[src/rtl/vga_pkg.sv]
// vga_pkg: shared raster timing constants for the timing generator and the
// background, sprite and overlay pixel generators.
//   Default mode: 640x480 at 60 Hz, 25 MHz pixel rate.
//   Counts start at 0 on the first cycle of sync. Each line and each frame
//   runs sync, back porch, active, then front porch.
package vga_pkg;

    localparam int COUNT_W  = 10;

    localparam int H_ACTIVE = 640;
    localparam int H_FP     = 16;
    localparam int H_SYNC   = 96;
    localparam int H_BP     = 48;

    localparam int V_ACTIVE = 480;
    localparam int V_FP     = 10;
    localparam int V_SYNC   = 2;
    localparam int V_BP     = 33;

    localparam int H_TOTAL  = H_SYNC + H_BP + H_ACTIVE + H_FP;   // 800
    localparam int V_TOTAL  = V_SYNC + V_BP + V_ACTIVE + V_FP;   // 525
    localparam int H_START  = H_SYNC + H_BP;                     // 144
    localparam int V_START  = V_SYNC + V_BP;                     // 35

    localparam int TILE_SHIFT = 5;
    localparam int TILE_COLS  = 20;
    localparam int TILE_ROWS  = 15;

endpackage

[src/rtl/vga_timing_wrap_counter.sv]
// wrap_counter: modulo-MODULUS up-counter.
//   clk, rst : clock, asynchronous active-high reset
//   ce       : clock enable
//   inc      : advance request, honoured only when ce is high
//   count    : current value, 0..MODULUS-1
//   wrap     : combinational, high when this advance takes count back to 0
module wrap_counter #(
    parameter int MODULUS = 800,
    parameter int WIDTH   = 10
) (
    input  logic             clk,
    input  logic             rst,
    input  logic             ce,
    input  logic             inc,
    output logic [WIDTH-1:0] count,
    output logic             wrap
);

    logic step;

    assign step = ce & inc;
    assign wrap = step && (count == WIDTH'(MODULUS - 1));

    always_ff @(posedge clk or posedge rst) begin
        if (rst) begin
            count <= '0;
        end else if (step) begin
            count <= wrap ? '0 : count + WIDTH'(1);
        end
    end

endmodule

[src/rtl/vga_timing.sv]
// vga_timing: raster timing generator for the shared h_count/v_count bus
// and the VGA sync pins.
//   clk, rst    : clock, asynchronous active-high reset
//   ce          : pixel clock enable
//   h_count     : horizontal position, 0..H_TOTAL-1
//   v_count     : vertical position, 0..V_TOTAL-1
//   hsync/vsync : active-low sync pulses
//   active      : inside the visible window
//   line_start  : one-cycle pulse when h_count has just entered 0
//   frame_start : one-cycle pulse when both counts have just entered 0
//   tile_col/tile_row : 32-px tile coordinates, all-ones outside the window.
//                 Present only with VGA_TILE_COORD_EN defined; otherwise
//                 they are tied to 0.
// The flags are registered from the next count values, so they always
// describe the counts shown in the same cycle.
module vga_timing
    import vga_pkg::*;
#(
    parameter int H_ACTIVE = vga_pkg::H_ACTIVE,
    parameter int H_FP     = vga_pkg::H_FP,
    parameter int H_SYNC   = vga_pkg::H_SYNC,
    parameter int H_BP     = vga_pkg::H_BP,
    parameter int V_ACTIVE = vga_pkg::V_ACTIVE,
    parameter int V_FP     = vga_pkg::V_FP,
    parameter int V_SYNC   = vga_pkg::V_SYNC,
    parameter int V_BP     = vga_pkg::V_BP
) (
    input  logic               clk,
    input  logic               rst,
    input  logic               ce,
    output logic [COUNT_W-1:0] h_count,
    output logic [COUNT_W-1:0] v_count,
    output logic               hsync,
    output logic               vsync,
    output logic               active,
    output logic               line_start,
    output logic               frame_start,
    output logic [4:0]         tile_col,
    output logic [3:0]         tile_row
);

    localparam int H_TOTAL = H_SYNC + H_BP + H_ACTIVE + H_FP;
    localparam int V_TOTAL = V_SYNC + V_BP + V_ACTIVE + V_FP;

    localparam logic [COUNT_W-1:0] H_SYNC_C  = COUNT_W'(H_SYNC);
    localparam logic [COUNT_W-1:0] V_SYNC_C  = COUNT_W'(V_SYNC);
    localparam logic [COUNT_W-1:0] H_START_C = COUNT_W'(H_SYNC + H_BP);
    localparam logic [COUNT_W-1:0] V_START_C = COUNT_W'(V_SYNC + V_BP);
    localparam logic [COUNT_W-1:0] H_END_C   = COUNT_W'(H_SYNC + H_BP + H_ACTIVE);
    localparam logic [COUNT_W-1:0] V_END_C   = COUNT_W'(V_SYNC + V_BP + V_ACTIVE);

    if (H_TOTAL > (1 << COUNT_W) || V_TOTAL > (1 << COUNT_W)) begin : g_bad_timing
        $error("vga_timing: H_TOTAL=%0d or V_TOTAL=%0d exceeds 10-bit counters",
               H_TOTAL, V_TOTAL);
    end

    logic               h_wrap;
    logic               v_wrap;
    logic [COUNT_W-1:0] h_nxt;
    logic [COUNT_W-1:0] v_nxt;
    logic               act_nxt;

    wrap_counter #(.MODULUS(H_TOTAL), .WIDTH(COUNT_W)) u_h_cnt (
        .clk   (clk),
        .rst   (rst),
        .ce    (ce),
        .inc   (1'b1),
        .count (h_count),
        .wrap  (h_wrap)
    );

    wrap_counter #(.MODULUS(V_TOTAL), .WIDTH(COUNT_W)) u_v_cnt (
        .clk   (clk),
        .rst   (rst),
        .ce    (ce),
        .inc   (h_wrap),
        .count (v_count),
        .wrap  (v_wrap)
    );

    // Next count values, used only to precompute the registered flags.
    always_comb begin
        h_nxt = h_count;
        v_nxt = v_count;
        if (ce) begin
            h_nxt = h_wrap ? '0 : h_count + COUNT_W'(1);
            if (h_wrap) begin
                v_nxt = v_wrap ? '0 : v_count + COUNT_W'(1);
            end
        end
    end

    assign act_nxt = (h_nxt >= H_START_C) && (h_nxt < H_END_C) &&
                     (v_nxt >= V_START_C) && (v_nxt < V_END_C);

    // v_wrap can only fire together with h_wrap, so frame_start implies line_start.
    always_ff @(posedge clk or posedge rst) begin
        if (rst) begin
            hsync       <= 1'b1;
            vsync       <= 1'b1;
            active      <= 1'b0;
            line_start  <= 1'b0;
            frame_start <= 1'b0;
        end else if (ce) begin
            hsync       <= (h_nxt >= H_SYNC_C);
            vsync       <= (v_nxt >= V_SYNC_C);
            active      <= act_nxt;
            line_start  <= h_wrap;
            frame_start <= v_wrap;
        end else begin
            line_start  <= 1'b0;
            frame_start <= 1'b0;
        end
    end

`ifdef VGA_TILE_COORD_EN
    always_ff @(posedge clk or posedge rst) begin
        if (rst) begin
            tile_col <= '0;
            tile_row <= '0;
        end else if (ce) begin
            tile_col <= act_nxt ? 5'((h_nxt - H_START_C) >> TILE_SHIFT) : 5'h1F;
            tile_row <= act_nxt ? 4'((v_nxt - V_START_C) >> TILE_SHIFT) : 4'hF;
        end
    end
`else
    assign tile_col = '0;
    assign tile_row = '0;
`endif

endmodule

[config.mk]
export PLATFORM = sky130hd
export DESIGN_NAME = vga_timing
export DESIGN_NICKNAME = d
export VERILOG_FILES = /design/src/rtl/vga_pkg.sv /design/src/rtl/vga_timing_wrap_counter.sv /design/src/rtl/vga_timing.sv
export SDC_FILE = /design/constraint.sdc
export NUM_CORES = 1
export LEC_CHECK = 0
export ABC_AREA = 1
export ABC_CLOCK_PERIOD_IN_PS = 2280
export BUFFER_PORTS_ARGS = -buffer_cell sky130_fd_sc_hd__buf_2
export CELL_PAD_IN_SITES_DETAIL_PLACEMENT = 1
export CELL_PAD_IN_SITES_GLOBAL_PLACEMENT = 2
export CORE_MARGIN = 2
export CORE_UTILIZATION = 29
export CTS_CLUSTER_DIAMETER = 100
export DETAILED_ROUTE_END_ITERATION = 7
export GPL_TIMING_DRIVEN = 0
export PLACE_DENSITY = 0.81
export SLEW_MARGIN = 20
export SYNTH_ARGS = -nofsm -noshare
export SYNTH_HDL_FRONTEND = slang
export SYNTH_SLANG_ARGS = --single-unit
[constraint.sdc]
create_clock -name clk -period 2.28 [get_ports clk]
set_input_delay 0.57 -clock clk [delete_from_list [all_inputs] [get_ports clk]]
set_output_delay 0.57 -clock clk [all_outputs]
set_load 0.005 [all_outputs]
==> results.md <==
Critical path:
- STA puts the critical path data required time at 2.51 ns.
- The critical path startpoint category is a register.
- In this run the worst path has a maximum fanout of 10.
- The worst setup path is captured at a register.
- The kind of critical path is register to register.
- The worst reg2reg path depth is 14.
- Data on the critical path arrives at its endpoint at 2.32 ns.

Floorplan:
- 37 I/O pins were placed.
- From left edge to right edge, the die measures 80.83 µm.
- The die covers 6533 µm².
- The die extent in y is 80.83 µm.
- In this run the standard cell core region covers 5608 µm².
- The initial standard-cell utilization of the core is 0.3052.
- The floorplan has 27 rows.

CTS:
- The maximum buffer depth of the clock tree is 2.
- TritonCTS created 3 clock buffers.
- The cell sitting at the root of the clock tree is a clkbuf_8.
- Hold repair after CTS inserted 0 buffers.
- The later pin in the worst-skew pair is clocked with a latency of 0.28 ns.
- The H-tree depth reported by CTS is 1.
- After clock tree synthesis, the clock-pin slew on the worst setup and hold paths is 0.11 ns.
- TritonCTS built the clock tree.
- The clock sink count is 25.

Global routing:
- The via count of the first global-routing pass came to 1631.
- The largest net degree at the start of global routing is 26.
- The total overflow left after global routing is 0.
- The initial antenna violation count was 0.
- The overall global routing resource usage is 0.1669.
- The first global-routing pass estimated 8300 µm of wire.

Logic synthesis:
- The share of the Yosys chip area taken by registers is 0.3670.
- The synthesized netlist cell count is 260.
- The netlist uses 25 different library cells.
- The average instance in the mapped netlist occupies 6.583 µm².
- The synthesized design contains 25 register bits.
- The netlist area before placement is 1712 µm².
- In the post-synthesis netlist, the biggest area contributors are dfrtp_1, nand2_1, inv_1.
- Of the post-synthesis cell area, the dominant cell type holds 0.3363.
- The count of warnings emitted by yosys is 0.
- The leading area contributor after synthesis is dfrtp_1.

Power and ir drop:
- In this run the static leakage power is 1.138 nW.
- Across the VDD grid, the largest voltage drop is 0.2378 mV.
- The power density relative to cell area is 732.9 nW/µm².
- After layout, the design draws a total of 0.001502 W.

Timing:
- The part of the cycle the worst path needs is 0.9169.
- The count of endpoints failing hold in the final timing report is 0.
- In the final timing run, aggregate negative setup slack is 0 ns.
- The max-slew violation count is 0.
- Subtracting the final worst setup slack from the clock period gives 2.091 ns.
- The final-report setup violation count is 0.
- Based on the critical path, the design can be clocked at up to 0.4783 GHz.
- Setup repair after global routing left no endpoint under its margin.
- In this run the tightest slew margin relative to its limit is 0.6309.
- The worst clock skew is 0.004910 ns.
- For the pin with the worst max-slew slack, the measured transition is 0.5529 ns.

Drt:
- In this run the remaining antenna-violating nets after routing total 0.
- The first TritonRoute pass finished after 4 iterations.
- The detailed router finished its first iteration with 76 violations.
- Dividing the detail-routed via count by the number of cells gives 4.528.
- The via total after detailed routing is 1698.
- The sum of routed wire length over all layers is 5037 µm.
- The average wire per standard cell is 13.43 µm.
- The DRC violation count after routing is 0.

Cells and area:
- Compared with the post-synthesis result, the final layout area differs by 19.74%.
- The post-layout utilization of the core is 0.3655.
- The filler cells instantiated in the layout total 766.
- Of the cells placed in the final design, the portion with a size suffix greater than 1 is 0.2046.
- The net count of the finished layout is 310.
- The number of antenna diodes in the final layout is 0.

Place:
- Input and output buffers added on the ports amount to 27.
- The global placement routability congestion is 0.7788.
- The wire-length estimate of the detail-placed layout is 3916 µm.

Status:
- The flow ran to the end, and the final reports show no timing, DRC or antenna violations.

Hold path:
- The worst hold path belongs to the class input pin to asynchronous set/reset pin.

Run:
- The number of maximum-capacitance constraint violations is 0.
[path summary, 6_finish.rpt]
kind,from,end,slack [ns]
setup reg to reg,u_h_cnt.count[0],active,0.19
min in group clk,active,active,0.50
setup / recovery,u_h_cnt.count[0],active,0.19
hold / removal,rst,u_v_cnt.count[8],0.32
hold reg to reg,active,active,0.50
max in group asynchronous,rst,u_h_cnt.count[0],1.56
[layout make-up]
class,instances,area [µm²],share of cell area
clock inverter,1,5.005,0.002442
tap,72,90.09,0.04396
sequential,25,629.4,0.3071
clock buffer,3,41.29,0.02015
buffer,11,83.83,0.04090
timing repair buffer,31,165.2,0.08059
inverter,49,183.9,0.08974
multi-input combinational,183,850.8,0.4151
[stage by stage]
| stage | hold slack (ns) | std cells | setup slack (ns) | area (µm²) |
|---|---|---|---|---|
| after floorplan | 0.4726 | 268 | 0.5012 | 1742 |
| after global placement | 0.4678 | 367 | 0.07748 | 1967 |
| after detailed placement | 0.4743 | 367 | 0.08172 | 1967 |
| after CTS | 0.4983 | 371 | 0.04706 | 2013 |
| after global routing | 0.3765 | 375 | 0.02151 | 2049 |
| final | 0.3210 | 375 | 0.1894 | 2049 |
[per-layer routing]
| layer | vias to the layer above | share of wire | GRT usage | wire length (µm) |
|---|---|---|---|---|
| li1 | 864 | - | - | - |
| met1 | 797 | 0.51 | 0.2498 | 2544 |
| met2 | 33 | 0.45 | 0.2537 | 2260 |
| met3 | 4 | 0.035 | 0.01667 | 178 |
| met4 | 0 | 0.011 | 0.04576 | 53 |
| met5 | - | 0 | 0 | 0 |
[layout by cell type (no fill, tap or decap), drive strengths merged, types with 3 or more instances in the layout]
cell	n
nand2	79
inv	48
buf	42
nor2	36
nand3	29
dfrtp	23
conb	9
o21ai	8
nand4	7
nor3	4
xor2	3
ha	3
clkbuf	3
[power by group]
part	switching, W	internal [W]
Sequential	0.000128	0.000528
Clock	0.000169	0.000123
Combinational	0.000339	0.000214
[synthesized netlist by cell type, drive strengths merged]
| library cell | count |
|---|---|
| ha | 3 |
| nor2 | 36 |
| inv | 48 |
| nand4 | 7 |
| nand2 | 79 |
| dfstp | 2 |
| a211oi | 1 |
| buf | 11 |
| xor2 | 3 |
| a31oi | 2 |
| dfrtp | 23 |
| nand3 | 29 |
| nor3 | 4 |
| conb | 1 |
| o21ai | 8 |
| clkinv | 1 |
| a21oi | 2 |
[timing repair]
item	in CTS	in global routing
gates resized for setup	0	2
setup buffers	0	4
setup endpoints to repair	0	1
[flip-flops by register name, indices dropped and copies added, names as in the netlist]
name / cells
vsync: 1
active: 1
hsync: 1
u_v_cnt.count: 10
u_h_cnt.count: 10
line_start: 1
frame_start: 1
[critical path, stage by stage (launching register included)]
cell and delay (ns):
dfrtp_2 0.40, ha_1 0.20, clkinv_1 0.11, nor2_4 0.16, nand2_2 0.08, nor2_4 0.16
buf_6 0.17, nand3_1 0.08, nand2_1 0.14, nand2_1 0.13, nand4_1 0.13, nand2_1 0.08
nand2_1 0.06, nand3_1 0.07, nand2_1 0.06
[cell families after synthesis]
logic type | synth area share
AO/OA/AOI/OAI | 0.04094
XOR/XNOR | 0.01535
adder cells (fa/ha/maj) | 0.02193
buffers and inverters | 0.1564
flip-flops | 0.3670
other | 0.002191
AND/OR/NAND/NOR | 0.3962
(Power assumes the default switching activity.)
